==> src/rtl/c_skip_pipe_adder_pkg.sv <==
// Shared constants and the pipeline stage record for the carry-skip pipelined adder.
// The optional sub flag in the record exists only when C_SKIP_SUB_EN is defined.
package c_skip_pipe_adder_pkg;

   localparam int DEF_WIDTH = 32;
   localparam int DEF_BLK   = 8;
   // Records are sized for the widest supported build; narrower builds zero-pad.
   localparam int REC_W     = DEF_WIDTH;

   typedef struct packed {
      logic             vld;
      logic [REC_W-1:0] ps;
      logic             carry;
      logic [REC_W-1:0] a;
      logic [REC_W-1:0] b;
`ifdef C_SKIP_SUB_EN
      logic             sub;
`endif
   } stage_rec_t;

endpackage

==> src/rtl/c_skip_blk.sv <==
// Combinational carry-skip block: ripple add of BLK bits with a bypass of the
// carry-in when every bit propagates.
module c_skip_blk
   import c_skip_pipe_adder_pkg::*;
#(
   parameter int BLK = DEF_BLK
) (
   input  logic [BLK-1:0] a,
   input  logic [BLK-1:0] b,
   input  logic           cin,
   output logic [BLK-1:0] s,
   output logic           cout
);

   logic [BLK-1:0] p;
   logic [BLK:0]   c;

   always_comb begin
      p    = a ^ b;
      c    = '0;
      c[0] = cin;
      for (int j = 0; j < BLK; j++) begin
         c[j+1] = (a[j] & b[j]) | (p[j] & c[j]);
      end
      s    = p ^ c[BLK-1:0];
      cout = (&p) ? cin : c[BLK];
   end

endmodule

==> src/rtl/c_skip_pipe_adder.sv <==
// Pipelined carry-skip adder: one BLK-bit block per stage, operands skewed by
// shifting, valid/ready handshake with full-pipeline stall. Optional subtract via C_SKIP_SUB_EN.
module c_skip_pipe_adder
   import c_skip_pipe_adder_pkg::*;
#(
   parameter int WIDTH = DEF_WIDTH,
   parameter int BLK   = DEF_BLK
) (
   input  logic           clk,
   input  logic           rst,
   input  logic           in_valid,
   output logic           in_ready,
   input  logic [WIDTH:1] a,
   input  logic [WIDTH:1] b,
   input  logic           cin,
`ifdef C_SKIP_SUB_EN
   input  logic           sub,
`endif
   output logic           out_valid,
   input  logic           out_ready,
   output logic [WIDTH:1] s,
   output logic           cout,
   output logic           ovf
);

   localparam int NBLK = WIDTH / BLK;

   if (BLK < 1 || WIDTH < BLK || (WIDTH % BLK) != 0) begin : g_bad_cfg
      $error("c_skip_pipe_adder: WIDTH must be a positive multiple of BLK");
   end
   if (WIDTH > REC_W) begin : g_too_wide
      $error("c_skip_pipe_adder: WIDTH exceeds the stage record width");
   end

   stage_rec_t src   [NBLK];
   stage_rec_t nxt   [NBLK];
   stage_rec_t stg_p [NBLK];

   logic [NBLK-1:0][BLK-1:0] blk_a, blk_b, blk_s;
   logic [NBLK-1:0]          blk_ci, blk_co;
   logic                     stall, ovf_nxt, ovf_p;

   assign stall    = stg_p[NBLK-1].vld & ~out_ready;
   assign in_ready = ~rst & ~stall;

   // Stage inputs: stage 1 reads the ports, stage k reads register k-1.
   // The current block's operand bits always sit in the low BLK bits.
   always_comb begin
      src[0]                = '0;
      src[0].vld            = in_valid & in_ready;
      src[0].a[WIDTH-1:0]   = a;
      src[0].b[WIDTH-1:0]   = b;
`ifdef C_SKIP_SUB_EN
      src[0].sub            = sub;
      src[0].carry          = sub | cin;
`else
      src[0].carry          = cin;
`endif
      for (int i = 1; i < NBLK; i++) begin
         src[i] = stg_p[i-1];
      end
      for (int i = 0; i < NBLK; i++) begin
         blk_a[i]  = src[i].a[BLK-1:0];
`ifdef C_SKIP_SUB_EN
         blk_b[i]  = src[i].b[BLK-1:0] ^ {BLK{src[i].sub}};
`else
         blk_b[i]  = src[i].b[BLK-1:0];
`endif
         blk_ci[i] = src[i].carry;
      end
   end

   for (genvar i = 0; i < NBLK; i++) begin : g_blk
      c_skip_blk #(.BLK(BLK)) u_blk (
         .a    (blk_a[i]),
         .b    (blk_b[i]),
         .cin  (blk_ci[i]),
         .s    (blk_s[i]),
         .cout (blk_co[i])
      );
   end

   // Overflow from the top block: carry into the MSB is a^b^s at that bit.
   always_comb begin
      for (int i = 0; i < NBLK; i++) begin
         nxt[i]       = src[i];
         nxt[i].ps    = src[i].ps | (REC_W'(blk_s[i]) << (i * BLK));
         nxt[i].carry = blk_co[i];
         nxt[i].a     = src[i].a >> BLK;
         nxt[i].b     = src[i].b >> BLK;
      end
      ovf_nxt = blk_a[NBLK-1][BLK-1] ^ blk_b[NBLK-1][BLK-1] ^
                blk_s[NBLK-1][BLK-1] ^ blk_co[NBLK-1];
   end

   // Stage registers p1..pNBLK; the whole pipe holds on an output stall.
   always_ff @(posedge clk) begin
      if (!stall) begin
         stg_p <= nxt;
         ovf_p <= ovf_nxt;
      end
      if (rst) begin
         for (int i = 0; i < NBLK; i++) begin
            stg_p[i].vld <= 1'b0;
         end
         stg_p[NBLK-1].ps    <= '0;
         stg_p[NBLK-1].carry <= 1'b0;
         ovf_p               <= 1'b0;
      end
   end

   assign out_valid = stg_p[NBLK-1].vld;
   assign s         = stg_p[NBLK-1].ps[WIDTH-1:0];
   assign cout      = stg_p[NBLK-1].carry;
   assign ovf       = ovf_p;

endmodule
==> config.mk <==
export PLATFORM = sky130hd
export DESIGN_NAME = c_skip_pipe_adder
export DESIGN_NICKNAME = d
export VERILOG_FILES = /design/src/rtl/c_skip_pipe_adder_pkg.sv /design/src/rtl/c_skip_blk.sv /design/src/rtl/c_skip_pipe_adder.sv
export SDC_FILE = /design/constraint.sdc
export NUM_CORES = 1
export LEC_CHECK = 0
export BUFFER_PORTS_ARGS = -buffer_cell sky130_fd_sc_hd__buf_2
export CORE_MARGIN = 3
export CORE_UTILIZATION = 25
export CTS_CLUSTER_DIAMETER = 150
export DETAILED_ROUTE_END_ITERATION = 6
export PLACE_DENSITY = 0.46
export SLEW_MARGIN = 40
export SYNTH_ARGS = -nofsm -noshare
export SYNTH_HDL_FRONTEND = slang
export SYNTH_HIERARCHICAL = 1
export SYNTH_SLANG_ARGS = --single-unit
==> constraint.sdc <==
create_clock -name clk -period 9.2 [get_ports clk]
set_clock_uncertainty 0.15 [all_clocks]
set_input_delay 2.76 -clock clk [delete_from_list [all_inputs] [get_ports clk]]
set_output_delay 2.76 -clock clk [all_outputs]
set_load 0.03 [all_outputs]
==> results of run 1 <==
## layout make-up
class                   instances  share of cell area [%]
multi-input cells             197                    20.7
clock inverters                12                    2.17
repair buffers                107                    6.18
well taps                     378                    5.39
clock buffers                  19                    4.93
inverters                      37                    1.72
flip-flops and latches        185                    58.9
## synthesized netlist by cell type (all sizes together)
library cell,count
a211oi,1
nand2,72
inv,37
nor2b,1
mux2i,4
dfxtp,38
a21oi,36
clkbuf,2
nor2,8
fa,32
xor2,2
xnor2,1
edfxtp,147
buf,10
ha,32
nand4,8
## state kept, by name, indices dropped and copies added (netlist names)
signal,flops
blk_ci,3
blk_a,24
nxt,51
ovf,1
src,48
cout,1
out_valid,1
s,32
blk_b,24
## where the power goes
group | total, mW | switching (mW) | internal [mW]
Clock | 0.783 | 0.324 | 0.459
Sequential | 1.06 | 0.0433 | 1.01
Combinational | 0.199 | 0.125 | 0.0747
Total | 2.04 | 0.492 | 1.55
## per-layer routing
metal  GRT usage [%]  vias up
met3            3.35       15
met5               0        -
met4            3.56        0
li1                -     1696
met1            10.3     1695
met2            13.2       78
## placed cells by master, fill, tap and decap left out, types with 16 or more instances in the layout
master / synthesis / final
clkbuf_16: 0 / 17
a21oi_1: 16 / 16
buf_2: 5 / 104
edfxtp_1: 147 / 147
nand2_1: 42 / 42
dfxtp_1: 38 / 38
ha_1: 32 / 32
fa_1: 32 / 32
nand2_2: 30 / 30
a21oi_2: 20 / 20
inv_1: 36 / 36
## worst paths after layout
kind / end / cells after the start / slack (ns) / from
worst max register to register: ovf / 15 / 4.80 / blk_a[24]
worst min-delay path: nxt[136] / 0 / 0.27 / nxt[242]
worst min register to register: nxt[136] / 0 / 0.27 / nxt[242]
worst max-delay path: in_ready / 4 / 2.60 / rst
## worst register-to-register path: stages, from the launching register on
cell and delay, ns:
edfxtp_1 0.40, inv_1 0.10, fa_1 0.17, inv_1 0.07, fa_1 0.39, fa_1 0.40, fa_1 0.40, fa_1 0.39
fa_1 0.41, fa_1 0.38, inv_1 0.07, fa_1 0.41, inv_1 0.09, xor2_1 0.17, xnor2_1 0.16, a211oi_2 0.09
## cells by family after synthesis
group / after synthesis / synth area share (%)
compound gates: 37 / 3.70
xor+xnor: 3 / 0.364
fa+ha+maj: 64 / 14.4
buf+inv: 49 / 3.31
flops: 185 / 71.6
mux: 4 / 0.554
simple gates: 89 / 6.08
## per-stage QoR
stage,power (mW),cell area [µm²]
final,2.04,8780
after global routing,2.14,8780
after CTS,2.08,8770
after detailed placement,1.28,8150
after global placement,1.28,8150
after floorplan,1.20,7230
==> results.sh, run 1 <==
export IMPL_peakVddDrop_v=0.000168
export IMPL_wl_met3_um=635
export IMPL_grt_first_pass_wirelength_mm=19.9
export IMPL_root_buffer="clkbuf_16"
export IMPL_drt_iter0_drc=186
export IMPL_grt_ovfl_total=0
export IMPL_portBuffers=104
export IMPL_gp_congestion=0.708
export IMPL_hold_viol=0
export IMPL_slew_headroom_pct=54.2
export IMPL_postCtsSetupRepairBufs=0
export IMPL_final_antenna_net_count=0
export IMPL_rsz0062_at_grt="no"
export IMPL_leakagePower_nw=3.56
export IMPL_fp_dieH_um=176
export IMPL_wirelength_mm=12.3
export IMPL_core_region_area_um2=28200
export IMPL_synth_area_top_cells="edfxtp_1 (61%), dfxtp_1 (11%), fa_1 (8.9%), ha_1 (5.5%), nand2_2 (2.6%)"
export IMPL_fin_crit_sh_pct=71.7
export IMPL_fin_hold_ws_ns=0.268
export IMPL_antenna_found_initial=0
export IMPL_cp_max_fo=39
export IMPL_nets=678
export IMPL_cp_start_kind="primary input"
export IMPL_wl_met2_mm=5.93
export IMPL_h_tree_depth=4
export IMPL_die_area_um2=31000
export IMPL_worstPathArrival_ns=3.69
export IMPL_grt_use_total_pct=8.42
export IMPL_synth_distinct_cells=21
export IMPL_critical_path_top_delay_family="buffers and inverters"
export IMPL_setup_slack_ns=2.60
export IMPL_hpwl_mm=8.22
export IMPL_seq_area_frac_synth_pct=71.6
export IMPL_vias=3484
export IMPL_routed_via_density=3.73
export IMPL_clk_latency_ns=0.44
export IMPL_worst_setup_path_end_kind="output pin"
export IMPL_cts_buffers=17
export IMPL_dp_cells=904
export IMPL_synth_cells=431
export IMPL_worst_path_most_repeated_cell="buf_2"
export IMPL_max_freq_mhz=152
export IMPL_syn_nets=564
export IMPL_drt_met1_wl_mm=5.54
export IMPL_rows=61
export IMPL_post_route_util_pct=31.2
export IMPL_final_seq_area_um2=5170
export IMPL_outcome="finished clean"
export IMPL_diodes=0
export IMPL_path_buf_inv=3
export IMPL_final_fill_count=2766
export IMPL_grt_max_degree=132
export IMPL_holdCritPathClass="flop to flop"
export IMPL_syn_area_per_cell_um2=16.8
export IMPL_drv_slew=0
export IMPL_p_per_area_nw_per_um2=232
export IMPL_worstMarginPinSlew_ns=0.687
export IMPL_fin_setup_tns_ns=0
export IMPL_ios=105
export IMPL_clock_path_buffers=2
export IMPL_cts_resized=0
export IMPL_synth_area_um2=7230
export IMPL_drc=0
export IMPL_netlist_area_leader_share_pct=61.1
export IMPL_syn_to_final_growth_pct=21.5
export IMPL_stdcell_count=935
export IMPL_cp_slowest_cell="buf_4"
export IMPL_maxCapViolCount=0
export IMPL_yosys_area_top_type="edfxtp_1"
export IMPL_wire_per_inst_um=13.2
export IMPL_required_ns=6.29
export IMPL_synth_warnings=6
export IMPL_clock_sinks=185
export IMPL_first_global_vias=3806
export IMPL_final_layout_size_suffix_gt1_share_pct=33.9
export IMPL_cp_slowest_stage_delay_ns=0.49
export IMPL_drtPass1Iterations=4
export IMPL_worstSetupPathType="primary input to output pin"
export IMPL_routed_top_layer="met4"
export IMPL_start_util_pct=25.7
export IMPL_cts_tree="done"
export IMPL_clk_pin_slew_worst_paths_ns=0.07
export IMPL_setup_viol=0
export IMPL_crit_chain="buf_2 > buf_4 > nor2_1 > buf_2"
export IMPL_fin_crit_ns=6.60
export IMPL_hold_buffers=0
export IMPL_yosys_register_bits=185
export IMPL_fp_dieW_um=176
export IMPL_place_ws_ns=2.56
export IMPL_multiInputGateArea_um2=1810
No activity file was read; power rests on OpenSTA's default activity.
==> inputs of run 2 (changes only) <==
Settings changed: PLACE_DENSITY 0.46 to 0.48.
Clock period 9.2 ns to 5.33 ns, I/O delays scaled along.
==> run 2 against run 1 <==
Effect of this change:
- global-route usage rose by 0.13 points
- flip-flop and latch count did not move
- sequential share of layout area increased by 0.19 points
- largest cell class unchanged
- critical path depth is 9 higher
- utilization down 0.10 points
==> results.sh, run 2 (synthesis results as in run 1) <==
export IMPL_layout_common_cells="edfxtp_1 (147), buf_2 (104), nand2_1 (42)"
export IMPL_clk_pin_slew_worst_paths_ns=0.07
export IMPL_final_fill_count=2758
export IMPL_hold_buffers=0
export IMPL_final_layout_size_suffix_gt1_share_pct=34.5
export IMPL_worstPathArrival_ns=4.93
export IMPL_clk_latency_ns=0.42
export IMPL_ff2ff_setup_slack_ns=0.97
export IMPL_die_area_um2=31000
export IMPL_reg2reg_depth=15
export IMPL_vias=3520
export IMPL_multiInputGateArea_um2=1810
export IMPL_largest_reg_flops=51
export IMPL_h_tree_depth=4
export IMPL_antenna_found_initial=1
export IMPL_cp_slowest_cell="fa_1"
export IMPL_maxCapViolCount=0
export IMPL_postCtsSetupRepairBufs=0
export IMPL_fin_hold_ws_ns=0.261
export IMPL_fin_crit_sh_pct=89.8
export IMPL_cts_buffers=17
export IMPL_p_per_area_nw_per_um2=393
export IMPL_cp_max_fo=2
export IMPL_syn_to_final_growth_pct=21.1
export IMPL_clock_sinks=185
export IMPL_grt_ovfl_total=0
export IMPL_hold_viol=0
export IMPL_drtPass1Iterations=4
export IMPL_wirelength_mm=12.6
export IMPL_routed_via_density=3.76
export IMPL_crit_chain="buf_2 > inv_1 > fa_1 > inv_1 > fa_1 > fa_1 > fa_1 > fa_1 > fa_1 > fa_1 > inv_1 > fa_1 > inv_1"
export IMPL_p_total_mw=3.44
export IMPL_slew_headroom_pct=55.6
export IMPL_fin_setup_tns_ns=0
export IMPL_diodes=0
export IMPL_root_buffer="clkbuf_16"
export IMPL_cts_resized=0
export IMPL_grt_first_pass_wirelength_mm=20.5
export IMPL_fp_dieW_um=176
export IMPL_fp_dieH_um=176
export IMPL_leakagePower_nw=3.55
export IMPL_first_global_vias=3866
export IMPL_rows=61
export IMPL_final_common_cell="edfxtp_1"
export IMPL_cp_start_kind="primary input"
export IMPL_required_ns=5.47
export IMPL_portBuffers=104
export IMPL_drc=0
export IMPL_drv_slew=0
export IMPL_worstSetupPathType="primary input to flop"
export IMPL_worstMarginPinSlew_ns=0.666
export IMPL_gp_congestion=0.700
export IMPL_wire_per_inst_um=13.5
export IMPL_worst_setup_path_end_kind="flop"
export IMPL_worstReg2RegEnd="ovf"
export IMPL_hold_end="src[74]"
export IMPL_worst_path_most_repeated_cell="fa_1"
export IMPL_start_util_pct=25.7
export IMPL_peakVddDrop_v=0.000183
export IMPL_final_antenna_net_count=0
export IMPL_setup_viol=0
export IMPL_ios=105
export IMPL_worst_r2r_startpoint="blk_a[24]"
export IMPL_final_seq_area_um2=5170
export IMPL_grt_max_degree=77
export IMPL_grt_use_total_pct=8.54
export IMPL_clock_path_buffers=2
export IMPL_core_region_area_um2=28200
export IMPL_drt_iter0_drc=161
export IMPL_hpwl_mm=8.59
export IMPL_hold_depth=0
export IMPL_hp_start="src[172]"
export IMPL_holdCritPathClass="flop to flop"
export IMPL_outcome="finished clean"
export IMPL_nets=680
export IMPL_cts_tree="done"
export IMPL_fin_crit_ns=4.79
export IMPL_max_freq_mhz=209
export IMPL_rsz0062_at_grt="no"
export IMPL_cp_slowest_stage_delay_ns=0.42
==> run 2: cell count changes in the layout (fill, tap and decap cells not counted), moves of 2 or more <==
cell,delta
buf_4,+2
bufinv_16,-2
clkbuf_1,-2
clkinv_2,+2
clkinv_4,-2
inv_6,+2
inv_8,+2
==> run 2: report_power, final <==
group / total, mW / switching [mW] / internal, mW / leakage (nW)
combinational: 0.345 / 0.216 / 0.130 / 1.40
clock: 1.27 / 0.565 / 0.703 / 0.282
sequential: 1.83 / 0.0780 / 1.75 / 1.87
==> run 2: worst max path at each step <==
stage,start,end,slack [ns],cells after the start
after global routing,b[1],src[268],0.44,13
after global placement,a[1],src[268],0.25,13
after detailed placement,cin,src[268],0.12,13
final,cin,src[268],0.54,13
after floorplan,a[1],src[268],0.44,12
after CTS,cin,src[268],0.57,13
==> run 2: routing by layer <==
metal / global-route usage (%) / share of wire, % / vias up
met4: 2.57 / 1.1 / 2
met5: 0 / 0.13 / -
met3: 3.31 / 5.1 / 11
met2: 14.2 / 49 / 76
li1: - / - / 1700
met1: 10.3 / 45 / 1731
==> run 2: area by class of cell <==
type	instances	share of cell area (%)
Sequential cell	185	59.1
Multi-Input combinational cell	197	20.7
Timing Repair Buffer	109	6.38
Tap cell	378	5.40
Clock buffer	17	4.86
Clock inverter	14	1.84
Inverter	37	1.64
==> run 2: critical path, delay by kind of cell <==
kind | cells | cell delay [ns]
fa+ha+maj | 8 | 2.95
buf+inv | 5 | 0.36
==> run 2: stage by stage <==
stage / instances / instance area, µm² / util (%) / setup slack (ns)
CTS: 937 / 8750 / 31.1 / 0.568
detailed placement: 906 / 8160 / 29.0 / 0.119
global route: 937 / 8750 / 31.1 / 0.443
floorplan: 431 / 7230 / - / 0.441
finish: 937 / 8750 / 31.1 / 0.541
global placement: 906 / 8160 / 29.0 / 0.252
==> inputs of run 3 (changes only) <==
Settings changed: CTS_BUF_LIST set to sky130_fd_sc_hd__clkbuf_4 sky130_fd_sc_hd__clkbuf_8.
==> run 3 against run 2 <==
Effect of this change:
- register-to-register slack hardly changed
- first-iteration DRC count is 13% lower
- routed wire length is 0.35% lower
- power is 9.3% lower
- critical path depth stayed put
- utilization is 0.68 points lower
- global-route usage is 0.074 points lower
- non-clock buffer count stayed put
- sequential power hardly changed
- via count is 0.11% higher
- die area stayed put
- design area is 2.2% lower
==> results.sh, run 3 (synthesis results as in run 1) <==
export IMPL_setup_viol=0
export IMPL_hold_buffers=0
export IMPL_multiInputGateArea_um2=1810
export IMPL_grt_use_total_pct=8.47
export IMPL_core_region_area_um2=28200
export IMPL_root_buffer="clkbuf_8"
export IMPL_fin_setup_tns_ns=0
export IMPL_max_freq_mhz=210
export IMPL_clock_path_buffers=2
export IMPL_largest_reg_flops=51
export IMPL_drc=0
export IMPL_cp_max_fo=2
export IMPL_peakVddDrop_v=0.000154
export IMPL_worstPathArrival_ns=4.93
export IMPL_grt_ovfl_total=0
export IMPL_cp_slowest_cell="fa_1"
export IMPL_final_layout_size_suffix_gt1_share_pct=34.5
export IMPL_outcome="finished clean"
export IMPL_p_per_area_nw_per_um2=365
export IMPL_worstSetupPathType="primary input to flop"
export IMPL_rows=61
export IMPL_worst_setup_path_end_kind="flop"
export IMPL_slew_headroom_pct=55.4
export IMPL_syn_to_final_growth_pct=18.4
export IMPL_crit_cells=13
export IMPL_grt_busiest_layer="met2"
export IMPL_use_met3_pct=3.27
export IMPL_crit_chain="buf_2 > inv_1 > fa_1 > inv_1 > fa_1 > fa_1 > fa_1 > fa_1 > fa_1 > fa_1 > inv_1 > fa_1 > inv_1"
export IMPL_first_global_vias=3868
export IMPL_grt_use_met1_pct=10.2
export IMPL_hpwl_mm=8.59
export IMPL_grt_max_degree=77
export IMPL_seqPwrFrac_pct=58.5
export IMPL_reg2reg_depth=15
export IMPL_power_frac_clock_pct=30.4
export IMPL_gp_congestion=0.700
export IMPL_drtPass1Iterations=4
export IMPL_vias=3524
export IMPL_worstMarginPinSlew_ns=0.668
export IMPL_h_tree_depth=4
export IMPL_drt_iter0_drc=140
export IMPL_fp_dieH_um=176
export IMPL_cts_buffers=17
export IMPL_cp_start_kind="primary input"
export IMPL_hold_viol=0
export IMPL_drv_slew=0
export IMPL_swShare_pct=26.1
export IMPL_clk_latency_ns=0.44
export IMPL_grtUsageMet2_pct=14.2
export IMPL_antenna_found_initial=1
export IMPL_nets=680
export IMPL_leakagePower_nw=3.46
export IMPL_postCtsSetupRepairBufs=0
export IMPL_dp_cells=906
export IMPL_diodes=0
export IMPL_grt_first_pass_wirelength_mm=20.4
export IMPL_cp_slowest_stage_delay_ns=0.42
export IMPL_cts_resized=0
export IMPL_final_antenna_net_count=0
export IMPL_hold_depth=0
export IMPL_final_seq_area_um2=5170
export IMPL_required_ns=5.49
export IMPL_die_area_um2=31000
export IMPL_portBuffers=104
export IMPL_layout_common_cells="edfxtp_1 (147), buf_2 (104), nand2_1 (42)"
export IMPL_maxCapViolCount=0
export IMPL_ios=105
export IMPL_fin_hold_ws_ns=0.263
export IMPL_critical_path_top_delay_family="adder cells"
export IMPL_p_switching_uw=815
export IMPL_p_int_mw=2.31
export IMPL_holdCritPathClass="flop to flop"
export IMPL_combPwrFrac_pct=11.1
export IMPL_fp_dieW_um=176
export IMPL_fin_crit_sh_pct=89.4
export IMPL_start_util_pct=25.7
export IMPL_ff2ff_setup_slack_ns=0.97
export IMPL_rsz0062_at_grt="no"
export IMPL_cts_tree="done"
export IMPL_final_common_cell="edfxtp_1"
export IMPL_clock_sinks=185
export IMPL_wirelength_mm=12.6
export IMPL_worst_path_most_repeated_cell="fa_1"
export IMPL_wire_per_inst_um=13.4
export IMPL_clk_pin_slew_worst_paths_ns=0.10
export IMPL_fin_crit_ns=4.77
export IMPL_final_fill_count=2781
export IMPL_routed_via_density=3.76
export IMPL_path_buf_inv=5
export IMPL_stdcell_count=937
## run 3: cell count changes in the layout (fill, tap and decap cells not counted)
cell       change
clkbuf_16     -17
clkbuf_8      +17
## run 3: metrics by stage
stage,instance area (µm²),worst slack [ns],power [mW],util [%]
3_5_place_dp,8160,0.119,2.22,29.0
2_1_floorplan,7230,0.441,2.07,-
4_1_cts,8560,0.609,3.19,30.4
5_1_grt,8560,0.486,3.30,30.4
3_3_place_gp,8160,0.252,2.21,29.0
6_report,8560,0.564,3.12,30.4
## run 3: final cells by class
cell class	count	share of cell area, %
Timing Repair Buffer	109	6.52
Multi-Input combinational cell	197	21.2
Inverter	37	1.68
Tap cell	378	5.53
Clock buffer	17	2.73
Sequential cell	185	60.5
Clock inverter	14	1.89
## run 3: routing by layer
layer	wire (µm)	share of wire [%]	vias up
li1	-	-	1700
met1	5620	45	1734
met2	6130	49	76
met3	630	5.0	12
met4	165	1.3	2
met5	12	0.095	-
## run 3: power groups by stage
| stage | Sequential [mW] | Clock [mW] | Combinational (mW) |
|---|---|---|---|
| after global placement | 1.86 | 0 | 0.349 |
| final | 1.83 | 0.949 | 0.345 |
| after CTS | 1.83 | 1.00 | 0.356 |
| after detailed placement | 1.87 | 0 | 0.353 |
| after floorplan | 1.92 | 0 | 0.152 |
| after global routing | 1.85 | 1.06 | 0.391 |
## run 3: worst paths after layout
| check | start | end |
|---|---|---|
| worst min register to register | src[167] | src[69] |
| worst max register to register | blk_a[24] | ovf |
| worst max-delay path | cin | src[268] |
| worst min-delay path | src[167] | src[69] |
